==> config.mk <==
export PLATFORM = sky130hd
export DESIGN_NAME = oam_dma_flat
export DESIGN_NICKNAME = d
export VERILOG_FILES = /design/src/rtl/oam_dma_if.sv /design/src/rtl/oam_dma.sv /design/src/flat_wrapper.sv
export SDC_FILE = /design/constraint.sdc
export NUM_CORES = 1
export LEC_CHECK = 0
export ABC_AREA = 0
export CAP_MARGIN = 20
export CORE_UTILIZATION = 38
export DETAILED_ROUTE_END_ITERATION = 7
export GPL_TIMING_DRIVEN = 0
export PLACE_DENSITY = 0.76
export SYNTH_ARGS = -nofsm -noshare
export SYNTH_HDL_FRONTEND = slang
export SYNTH_SLANG_ARGS = --single-unit
export TNS_END_PERCENT = 10
==> constraint.sdc <==
create_clock -name sys_clock -period 1.8 [get_ports sys_clock]
set_input_delay 0.18 -clock sys_clock [delete_from_list [all_inputs] [get_ports sys_clock]]
set_output_delay 0.18 -clock sys_clock [all_outputs]
set_load 0.01 [all_outputs]
==> src/rtl/oam_dma_if.sv <==
// Bus bundle between the sprite DMA engine, the 6502 core and the memory map.
// The master side is the CPU/memory map. The slave side is the DMA engine.
interface oam_dma_if;
  logic        cyc_en;
  logic [15:0] cpu_addr;
  logic [7:0]  cpu_data_out;
  logic        cpu_r_nw;
  logic        cpu_rdy;
  logic [15:0] bus_addr;
  logic [7:0]  bus_data_out;
  logic        bus_r_nw;
  logic [7:0]  bus_data_in;
  logic        dma_active;
  logic        dma_done;

  modport master (
    output cyc_en, cpu_addr, cpu_data_out, cpu_r_nw, bus_data_in,
    input  cpu_rdy, bus_addr, bus_data_out, bus_r_nw, dma_active, dma_done
  );

  modport slave (
    input  cyc_en, cpu_addr, cpu_data_out, cpu_r_nw, bus_data_in,
    output cpu_rdy, bus_addr, bus_data_out, bus_r_nw, dma_active, dma_done
  );
endinterface

==> src/rtl/oam_dma.sv <==
// Sprite DMA: a CPU write to $4014 halts the core and copies page $XX00-$XXFF into $2004.
// Define OAM_DMA_ALIGN_EN to insert a dummy read when the copy would start on an odd cycle.
//
//   state | meaning
//   IDLE  | bus follows CPU, waiting for a write to $4014
//   HALT  | CPU held, bus still follows CPU for one cycle
//   ALIGN | dummy read of {page,idx} to land reads on "get" cycles
//   READ  | read {page,idx} into buf_q
//   WRITE | write buf_q to $2004, advance idx
module oam_dma (
  input  logic       sys_clock,
  input  logic       rst,
  oam_dma_if.slave   mif
);
  localparam logic [15:0] OAM_PORT = 16'h2004;
  localparam logic [15:0] DMA_REG  = 16'h4014;

  typedef enum logic [2:0] {
    S_IDLE,
    S_HALT,
`ifdef OAM_DMA_ALIGN_EN
    S_ALIGN,
`endif
    S_READ,
    S_WRITE
  } state_t;

  state_t     state, state_nxt;
  logic [7:0] page, page_nxt;
  logic [7:0] idx, idx_nxt;
  logic [7:0] buf_q, buf_nxt;
  logic       parity;

  always_ff @(posedge sys_clock or posedge rst) begin
    if (rst) begin
      state  <= S_IDLE;
      page   <= 8'h00;
      idx    <= 8'h00;
      buf_q  <= 8'h00;
      parity <= 1'b0;
    end else if (mif.cyc_en) begin
      state  <= state_nxt;
      page   <= page_nxt;
      idx    <= idx_nxt;
      buf_q  <= buf_nxt;
      parity <= ~parity;
    end
  end

  always_comb begin
    state_nxt        = state;
    page_nxt         = page;
    idx_nxt          = idx;
    buf_nxt          = buf_q;
    mif.cpu_rdy      = 1'b0;
    mif.dma_active   = 1'b0;
    mif.dma_done     = 1'b0;
    mif.bus_addr     = mif.cpu_addr;
    mif.bus_data_out = mif.cpu_data_out;
    mif.bus_r_nw     = mif.cpu_r_nw;

    case (state)
      S_IDLE: begin
        mif.cpu_rdy = 1'b1;
        if (!mif.cpu_r_nw && (mif.cpu_addr == DMA_REG)) begin
          page_nxt  = mif.cpu_data_out;
          idx_nxt   = 8'h00;
          state_nxt = S_HALT;
        end
      end
      S_HALT: begin
`ifdef OAM_DMA_ALIGN_EN
        state_nxt = parity ? S_ALIGN : S_READ;
`else
        state_nxt = S_READ;
`endif
      end
`ifdef OAM_DMA_ALIGN_EN
      S_ALIGN: begin
        mif.dma_active   = 1'b1;
        mif.bus_addr     = {page, idx};
        mif.bus_r_nw     = 1'b1;
        mif.bus_data_out = buf_q;
        state_nxt        = S_READ;
      end
`endif
      S_READ: begin
        mif.dma_active   = 1'b1;
        mif.bus_addr     = {page, idx};
        mif.bus_r_nw     = 1'b1;
        mif.bus_data_out = buf_q;
        buf_nxt          = mif.bus_data_in;
        state_nxt        = S_WRITE;
      end
      S_WRITE: begin
        mif.dma_active   = 1'b1;
        mif.bus_addr     = OAM_PORT;
        mif.bus_r_nw     = 1'b0;
        mif.bus_data_out = buf_q;
        idx_nxt          = idx + 8'h01;
        // completion is judged on the pre-increment index so the copy never leaves the page
        if (idx == 8'hFF) begin
          mif.dma_done = mif.cyc_en;
          state_nxt    = S_IDLE;
        end else begin
          state_nxt = S_READ;
        end
      end
      default: state_nxt = S_IDLE;
    endcase
  end
endmodule

==> src/flat_wrapper.sv <==
// flat-port wrapper written by rule: the top's interface ports become plain ports
module oam_dma_flat 
  (sys_clock, rst, mif_cyc_en, mif_cpu_addr, mif_cpu_data_out, mif_cpu_r_nw, mif_bus_data_in, mif_cpu_rdy, mif_bus_addr, mif_bus_data_out, mif_bus_r_nw, mif_dma_active, mif_dma_done);
  oam_dma_if mif_i ();
  input  logic sys_clock;
  input  logic rst;
  input wire logic [$bits(mif_i.cyc_en)-1:0] mif_cyc_en;
  input wire logic [$bits(mif_i.cpu_addr)-1:0] mif_cpu_addr;
  input wire logic [$bits(mif_i.cpu_data_out)-1:0] mif_cpu_data_out;
  input wire logic [$bits(mif_i.cpu_r_nw)-1:0] mif_cpu_r_nw;
  input wire logic [$bits(mif_i.bus_data_in)-1:0] mif_bus_data_in;
  output wire logic [$bits(mif_i.cpu_rdy)-1:0] mif_cpu_rdy;
  output wire logic [$bits(mif_i.bus_addr)-1:0] mif_bus_addr;
  output wire logic [$bits(mif_i.bus_data_out)-1:0] mif_bus_data_out;
  output wire logic [$bits(mif_i.bus_r_nw)-1:0] mif_bus_r_nw;
  output wire logic [$bits(mif_i.dma_active)-1:0] mif_dma_active;
  output wire logic [$bits(mif_i.dma_done)-1:0] mif_dma_done;
  assign mif_i.cyc_en = mif_cyc_en;
  assign mif_i.cpu_addr = mif_cpu_addr;
  assign mif_i.cpu_data_out = mif_cpu_data_out;
  assign mif_i.cpu_r_nw = mif_cpu_r_nw;
  assign mif_i.bus_data_in = mif_bus_data_in;
  assign mif_cpu_rdy = mif_i.cpu_rdy;
  assign mif_bus_addr = mif_i.bus_addr;
  assign mif_bus_data_out = mif_i.bus_data_out;
  assign mif_bus_r_nw = mif_i.bus_r_nw;
  assign mif_dma_active = mif_i.dma_active;
  assign mif_dma_done = mif_i.dma_done;
  oam_dma u_core (.sys_clock(sys_clock), .rst(rst), .mif(mif_i));
endmodule
==> run_results.csv <==
group,metric,value,unit
status,status,"complete, but fails checks",
status,violations,"setup timing",
grt,grt_pass1_wl,6760,um
die,die_w,64.5,um
yosys,synthTopCellsByArea,"dfrtp_1, mux2_2, nand2_1",
critical_path,worstPathCellList,"clkinv_2 -> nor2_4 -> a22o_1 -> clkdlybuf4s50_1",
sta,slew_headroom,69.3,%
critical_path,critPathBufInv,2,
die,ios,64,
route,drc,0,
cells_and_area,fin_area,2420,um2
clock_network,clk_pin_slew,0.09,ns
critical_path,critical_path_class,"reg2out",
cells_and_area,area.growth.synth_to_final,62.7,%
sta,finalSetupViolCount,15,
cells_and_area,final_util,65.0,%
sta,fmax,524,MHz
die,rows,22,
yosys,yosys.area.top_type,"dfrtp_1",
clock_network,htree_levels,1,
grt,grt_remaining_overflow,0,
yosys,synth_cell_types,35,
sta,min_period,1.91,ns
clock_network,postCtsHoldBufs,0,
critical_path,cp.arrival,1.73,ns
power_and_ir_drop,p_seq_share,27.0,%
flow_run,drv_cap,0,
route,drt_wl_total,4290,um
cells_and_area,fin_cells,265,
clock_network,cts_sinks,26,
route,viasPerCell,5.25,
power_and_ir_drop,leakage,1.14,nW
placement,dp.cells,255,
critical_path,crit_slowest_cell,"clkdlybuf4s50_1",
placement,dp_hpwl,2940,um
sta,setup_slack,-0.109,ns
yosys,syn_area_per_cell,10.3,um2
power_and_ir_drop,p_comb_share,61.5,%
yosys,syn_nets,181,
clock_network,ctsRootBufferMaster,"clkbuf_8",
sta,rsz0062_at_grt,"true",
clock_network,cts_made_buffers,3,
die,core,3720,um2
route,routedWlPerCell,16.2,um
critical_path,crit_fanout,7,
die,dieArea,4160,um2
power_and_ir_drop,vdd_drop_max,0.649,mV
sta,finalMaxSlewViolations,0,
grt,antenna_found_initial,0,
yosys,synth_warnings,0,
power_and_ir_drop,p_sw_share,37.6,%
yosys,syn-cell-area,1490,um2
yosys,synth_seq_cells,26,
sta,hold_viol_final,0,
critical_path,endpoint_kind,"primary output",
route,drt_iter0_drc,86,
power_and_ir_drop,intPower,0.00188,W
power_and_ir_drop,p_switching,0.00113,W
critical_path,cp-start-kind,"register",
critical_path,path_delay_family,"buffers and inverters",
route,vias,1390,
clock_network,cts_tree,"built",
die,start_util,40.0,%
clock_network,cts_buffer_depth,2,
placement,routabilityCongestion,0.827,
yosys,synthCells,144,
sta,tightestPinTransition,0.457,ns
cells_and_area,fillers,295,
power_and_ir_drop,power_density,1240,nW/um2
critical_path,slowest_delay,0.53,ns
grt,grt_max_degree,27,
placement,dpl-instance-area,2180,um2
sta,final.setup.tns,-0.970,ns
cells_and_area,layout.nets,256,
yosys,synth.top_cell.area_share,43.8,%
yosys,synth_seq_area_share,43.8,%
grt,track_usage,21.4,%
sta,fin_worst_skew,0.00445,ns
cells_and_area,antennaDiodeCount,0,
route,first_pass_iters,4,
sta,post-route-period-util,106,%
die,die_y,64.5,um
clock_network,clock_latency,0.28,ns
worst_hold_path,hp-class,"in2async",
power_and_ir_drop,power_frac_clock,11.5,%
placement,portBuffers,63,
cells_and_area,layout-drive-gt1-share,24.4,%
route,ant_nets,0,
grt,grt_pass1_vias,1399,
critical_path,crit_required,1.62,ns
sequential cells by signal, indices dropped and copies added, names as in the netlist:
register      cells
u_core.buf_q      8
u_core.idx        8
u_core.page       8
u_core.state      2
worst reg2reg max path: stages, from the launching register on:
cell,delay [ns]
dfrtp_1,0.39
buf_6,0.15
nor4b_4,0.23
nand2_2,0.14
nor4_4,0.30
buf_6,0.19
mux2_2,0.35
layer usage:
metal,wire [um],track usage (%),part of all wire (%)
met2,2000,32.8,47
met1,1900,28.7,44
met3,307,6.16,7.2
met5,0,0,0
met4,82,7.22,1.9
cells in the final DEF (no fill, tap or decap), types with 3 or more instances in the layout:
cell,instances
clkdlybuf4s50_1,39
nand2_1,21
mux2_4,5
dlygate4sd2_1,12
a21oi_1,3
clkdlybuf4s15_1,3
buf_4,5
nor2_1,7
dfrtp_1,26
o21ai_0,3
nand3_1,4
clkbuf_8,4
dlymetal6s2s_1,8
nand2b_1,3
mux2_2,19
o2bb2ai_1,8
a22o_1,6
buf_6,3
power groups by stage:
stage / combinational, W / clock (W) / sequential, W
finish: 0.00185 / 0.000345 / 0.000812
global route: 0.00198 / 0.000385 / 0.000830
detailed placement: 0.00172 / 0 / 0.000814
CTS: 0.00177 / 0.000341 / 0.000809
floorplan: 0.000911 / 0 / 0.000790
global placement: 0.00172 / 0 / 0.000809
final timing paths:
path	start	endpoint	slack [ns]	cells after the start
max in group asynchronous	rst	u_core.buf_q[2]$_DFFE_PP0P_	1.22	3
setup / recovery	u_core.state[1]$_DFFE_PP0P_	mif_bus_addr[5]	-0.11	4
min in group sys_clock	mif_bus_data_in[0]	u_core.buf_q[0]$_DFFE_PP0P_	0.51	2
setup reg to reg	u_core.state[0]$_DFFE_PP0P_	u_core.page[5]$_DFFE_PP0P_	-0.05	6
hold / removal	rst	u_core.page[0]$_DFFE_PP0P_	0.16	2
hold reg to reg	u_core.buf_q[5]$_DFFE_PP0P_	u_core.buf_q[5]$_DFFE_PP0P_	0.51	1
stage by stage:
step / setup slack [ns] / power [W] / hold WS [ns]
after global routing: -0.209 / 0.00320 / 0.178
after CTS: -0.120 / 0.00292 / 0.506
after global placement: -0.590 / 0.00253 / 0.484
final: -0.109 / 0.00301 / 0.160
after floorplan: 0.0647 / 0.00170 / 0.220
after detailed placement: -0.577 / 0.00253 / 0.487
final cells by class:
cell class	instances	area (um2)	share of cell area (%)
clock buffer	3	41.3	1.71
multi-input combinational	108	863	35.7
sequential	26	651	26.9
tap	48	60.1	2.49
buffer	8	85.1	3.52
timing repair buffer	70	707	29.3
inverter	2	8.76	0.363
kinds of logic after synthesis:
| logic type | synth area share [%] |
|---|---|
| fa+ha+maj | 0.842 |
| simple gates | 19.1 |
| mux | 18.2 |
| flops | 43.8 |
| xor+xnor | 1.18 |
| buf+inv | 2.70 |
| compound gates | 14.2 |
cells in the mapped netlist:
library cell  number
dfrtp_1           26
mux2_2            24
nand2_1           22
nor2_1             8
o2bb2ai_1          8
a22o_1             6
clkbuf_1           5
nand3_1            5
o21ai_0            4
a21oi_1            3
nand2b_1           3
and3_1             2
buf_2              2
nor3_1             2
o211ai_1           2
o22ai_1            2
or2_2              2
a21o_1             1
buf_1              1
clkinv_1           1
ha_1               1
inv_1              1
nand4_1            1
nand4b_1           1
nor4_1             1
nor4_2             1
nor4_4             1
nor4b_1            1
nor4b_2            1
o2111ai_1          1
o311ai_0           1
or3_1              1
or4_1              1
xnor2_1            1
xor2_1             1
timing repair:
action / in CTS / in global routing
pin swaps: 4 / 4
setup endpoints to repair: 52 / 33
gates resized for setup: 46 / 20
buffers inserted: 4 / 2
endpoints found under the hold margin: 0 / 0
Note: power is estimated with default switching activity, not from simulation.
